[config.mk]
export PLATFORM = sky130hd
export DESIGN_NAME = pipeline_stall_ctrl
export DESIGN_NICKNAME = d
export VERILOG_FILES = /design/src/rtl/pipeline_stall_ctrl.sv
export SDC_FILE = /design/constraint.sdc
export NUM_CORES = 1
export LEC_CHECK = 0
export ABC_AREA = 1
export CAP_MARGIN = 30
export CORE_AREA = 5 5 42 44
export CTS_CLUSTER_SIZE = 30
export DETAILED_ROUTE_END_ITERATION = 7
export DIE_AREA = 0 0 47 49
export PLACE_DENSITY_LB_ADDON = 0.08
export SLEW_MARGIN = 20
export SYNTH_ARGS = -nofsm -noshare
export SYNTH_HDL_FRONTEND = slang
export SYNTH_SLANG_ARGS = --single-unit
[constraint.sdc]
create_clock -name clk -period 1.3 [get_ports clk]
set_clock_uncertainty 0.15 [all_clocks]
set_input_delay 0.26 -clock clk [delete_from_list [all_inputs] [get_ports clk]]
set_output_delay 0.26 -clock clk [all_outputs]
set_load 0.03 [all_outputs]
[src/rtl/pipeline_stall_ctrl.sv]
// Stall/flush sequencer: PC and pipeline-register enables, bubble, flush and divider control.
// Divide sequencing (DIV_WAIT state and down-counter) is built only when PIPE_CTRL_DIV_STALL_EN is defined.
module pipeline_stall_ctrl #(
    parameter int unsigned DIV_CYCLES = 32
) (
    input  logic       clk,
    input  logic       resetn,
    input  logic [4:0] i_ID_rs_addr,
    input  logic [4:0] i_ID_rt_addr,
    input  logic       i_ID_uses_rs,
    input  logic       i_ID_uses_rt,
    input  logic [4:0] i_EXE_GPR_waddr,
    input  logic       i_EXE_GPR_we,
    input  logic       i_EXE_get_result_in_MEM,
    input  logic       i_EXE_is_div,
    input  logic       i_mem_stall,
    input  logic       i_exception,
    output logic       o_PC_ena,
    output logic       o_IF_ID_ena,
    output logic       o_ID_EXE_ena,
    output logic       o_EXE_MEM_ena,
    output logic       o_ID_EXE_bubble,
    output logic       o_flush,
    output logic       o_div_start,
    output logic       o_div_abort,
    output logic [1:0] o_state
);

    typedef enum logic [1:0] {
        StRun     = 2'd0,
        StDivWait = 2'd1,
        StFlush   = 2'd2
    } state_e;

    state_e state_q, state_d;
    logic   hz;
    logic   pc_ena, if_id_ena, id_exe_ena, exe_mem_ena;
    logic   bubble, flush, div_start, div_abort;

    assign hz = i_EXE_get_result_in_MEM & i_EXE_GPR_we & (i_EXE_GPR_waddr != 5'd0) &
                ((i_ID_uses_rs & (i_ID_rs_addr == i_EXE_GPR_waddr)) |
                 (i_ID_uses_rt & (i_ID_rt_addr == i_EXE_GPR_waddr)));

`ifdef PIPE_CTRL_DIV_STALL_EN
    localparam int unsigned CntW = $clog2(DIV_CYCLES);
    localparam logic [CntW-1:0] CntInit = CntW'(DIV_CYCLES - 1);

    logic [CntW-1:0] cnt_q, cnt_d;

    always_ff @(posedge clk or negedge resetn) begin
        if (!resetn) begin
            cnt_q <= '0;
        end else begin
            cnt_q <= cnt_d;
        end
    end
`else
    logic unused_div;
    assign unused_div = i_EXE_is_div ^ DIV_CYCLES[0];
`endif

    always_ff @(posedge clk or negedge resetn) begin
        if (!resetn) begin
            state_q <= StRun;
        end else begin
            state_q <= state_d;
        end
    end

    always_comb begin
        pc_ena      = 1'b1;
        if_id_ena   = 1'b1;
        id_exe_ena  = 1'b1;
        exe_mem_ena = 1'b1;
        bubble      = 1'b0;
        flush       = 1'b0;
        div_start   = 1'b0;
        div_abort   = 1'b0;
        state_d     = state_q;
`ifdef PIPE_CTRL_DIV_STALL_EN
        cnt_d       = cnt_q;
`endif
        if (i_exception) begin
            flush   = 1'b1;
            bubble  = 1'b1;
            state_d = StFlush;
`ifdef PIPE_CTRL_DIV_STALL_EN
            div_abort = (state_q == StDivWait);
            cnt_d     = '0;
`endif
        end else if (i_mem_stall) begin
            pc_ena      = 1'b0;
            if_id_ena   = 1'b0;
            id_exe_ena  = 1'b0;
            exe_mem_ena = 1'b0;
`ifdef PIPE_CTRL_DIV_STALL_EN
            // The divider keeps running even while memory freezes the pipeline.
            if (state_q == StDivWait && cnt_q != '0) begin
                cnt_d = cnt_q - 1'b1;
            end
`endif
        end
`ifdef PIPE_CTRL_DIV_STALL_EN
        else if (state_q == StRun && i_EXE_is_div) begin
            pc_ena      = 1'b0;
            if_id_ena   = 1'b0;
            id_exe_ena  = 1'b0;
            exe_mem_ena = 1'b0;
            div_start   = 1'b1;
            cnt_d       = CntInit;
            state_d     = StDivWait;
        end else if (state_q == StDivWait && cnt_q != '0) begin
            pc_ena      = 1'b0;
            if_id_ena   = 1'b0;
            id_exe_ena  = 1'b0;
            exe_mem_ena = 1'b0;
            cnt_d       = cnt_q - 1'b1;
        end
`endif
        else begin
            if (hz) begin
                pc_ena    = 1'b0;
                if_id_ena = 1'b0;
                bubble    = 1'b1;
            end
            // Squash the fetch that was in flight when the exception hit.
            if (state_q == StFlush) begin
                bubble = 1'b1;
            end
            state_d = StRun;
        end
    end

    assign o_PC_ena        = resetn & pc_ena;
    assign o_IF_ID_ena     = resetn & if_id_ena;
    assign o_ID_EXE_ena    = resetn & id_exe_ena;
    assign o_EXE_MEM_ena   = resetn & exe_mem_ena;
    assign o_ID_EXE_bubble = resetn & bubble;
    assign o_flush         = resetn & flush;
    assign o_div_start     = resetn & div_start;
    assign o_div_abort     = resetn & div_abort;
    assign o_state         = state_q;

endmodule

==> reports/metrics.yaml <==
routed_wl_mm: 1.049
maxCapViolCount: 0
synth_top_area_share_pct: 34.74
violations: "setup timing"
setup_violations: 3
slew_violations: 0
post-cts-setup-buffers: 0
globalRouteOverflowTotal: 0
cp-end-kind: "primary output"
leakage_nw: 0.4488
wire_per_inst_um: 8.460
largest_reg_flops: 1
routed_via_density: 4.024
synthTopCellsByArea: "nand2_1 (35%), inv_1 (17%), buf_4 (11%), nor2_1 (7.4%), dfrtp_1 (7.0%)"
layout_common_cells: "nand2_2 (20), buf_6 (15), nand2_1 (12), inv_2 (10), inv_1 (7)"
n_antenna_cell: 0
postLayoutCellArea_um2: 782.0
core-area_um2: 1401
placed_area_um2: 680.7
min_period_over_period_pct: 117.4
io_pins: 34
path_clk_slew_ns: 0
rows: 14
setup_tns_ns: -0.5483
grt_pass1_wl_mm: 1.690
die_h_um: 49
dieWidth_um: 47
areaGrowthSynthToFinish_pct: 119.3
clk_latency_ns: 0
ys_warn_count: 0
grt_max_degree: 6
cp_max_fo: 2
first_pass_iters: 2
yosysTopAreaCell: "nand2_1"
die_area_um2: 2303
outcome: "finished with violations"
avgSynthCellArea_um2: 4.572
drtIter0Drc: 3
port_buffers: 29
post-route-min-period_ns: 1.526
layout_commonest_cell: "nand2_2"
crit_required_ns: 0.89
dp_cells: 124
final_layout_size_suffix_gt1_share_pct: 63.89
worst_setup_path_start_kind: "input pin"
hold_violations: 0
hold_path.class: "in -> async"
rsz0062_at_grt: "yes"
antenna_found_initial: 0
grt_pass1_vias: 416
drtAntennaViolNets: 0
synth.distinct_cells: 13
criticalPathCategory: "in -> out"
initial_core_util_pct: 25.45
nets: 134
layout.cells.non_filler: 124
nFillCells: 165
ys_ff_latch: 1
worstPathArrival_ns: 1.12
syn_area_um2: 356.6
synth_cells: 78
fmax_mhz: 655.4
gp_congestion: 0.7435
track_usage_pct: 8.989
ir_drop_mv: 0.2421
place.detailed.hpwl_um: 870.9
setup_ws_ns: -0.2258
drc: 0
ys_seq_area_share_pct: 7.018
powerDensity_nw_per_um2: 383.1
vias: 499
==> critical path, stage by stage <==
cell and delay, ns:
clkdlybuf4s15_1 0.17, nand2_2 0.05, nor2_1 0.09, nand3_1 0.09, nand2_2 0.10, nand2_2 0.07, a21oi_4 0.14, buf_6 0.14
==> cell usage after synthesis (all sizes together) <==
| cell type | count |
|---|---|
| nand2 | 34 |
| inv | 20 |
| nor2 | 10 |
| buf | 5 |
| nand3 | 4 |
| a21oi | 1 |
| conb | 1 |
| dfrtp | 1 |
| nand4 | 1 |
| o21ai | 1 |
==> path summary, 6_finish.rpt <==
path	from	end	slack (ns)	cells past startpoint
max	i_ID_uses_rs	o_ID_EXE_bubble	-0.23	8
min	resetn	o_state[1]	0.12	2
max reg2reg	o_state[1]	o_state[1]	0.55	2
min reg2reg	o_state[1]	o_state[1]	0.35	2
max in group asynchronous	resetn	o_state[1]	0.79	2
min in group clk	o_state[1]	o_state[1]	0.35	2
==> through the flow <==
step / utilization, % / worst slack [ns] / total power, W / hold slack, ns
after global placement: 48.57 / -0.7720 / 0.0002657 / 0.3402
after floorplan: - / -0.06597 / 0.0001594 / -0.1856
after global routing: 55.80 / -0.3022 / 0.0003259 / 0.1399
after detailed placement: 48.57 / -0.7751 / 0.0002662 / 0.3507
final: 55.80 / -0.2258 / 0.0002996 / 0.1190
after CTS: 49.64 / -0.2149 / 0.0002713 / 0.1537
==> repair_timing <==
action / 4_1_cts / 5_1_grt
endpoints found under the setup margin: 6 / 6
endpoints found under the hold margin: 0 / 0
pin swaps: 26 / 28
hold buffers: 0 / 0
gates resized for setup: 98 / 31
==> cell type report <==
cell class	instances	area, um2	area share, %
Inverter	20	92.59	11.84
Multi-Input combinational cell	54	307.8	39.36
Sequential cell	1	25.02	3.200
Tap cell	16	20.02	2.560
Timing Repair Buffer	33	336.6	43.04
==> routing by layer <==
layer	part of all wire [%]	global-route usage [%]
met1	37	13.29
met2	52	14.93
met3	11	0.3690
met4	0	0
met5	0	0
==> cells by family (layout without fill, tap and decap cells) <==
| family | after synthesis | in the layout | share of synthesized area [%] |
|---|---|---|---|
| flops | 1 | 1 | 7.016 |
| simple gates | 49 | 49 | 56.50 |
| buf+inv | 25 | 53 | 31.58 |
| other cells | 1 | 3 | 1.052 |
| compound gates | 2 | 2 | 3.859 |
==> power breakdown <==
part | switching [W] | internal, W
clock network | 0 | 0
registers | 0.00000176 | 0.0000338
logic | 0.000134 | 0.000130
Power figures use the tool's default switching activity.
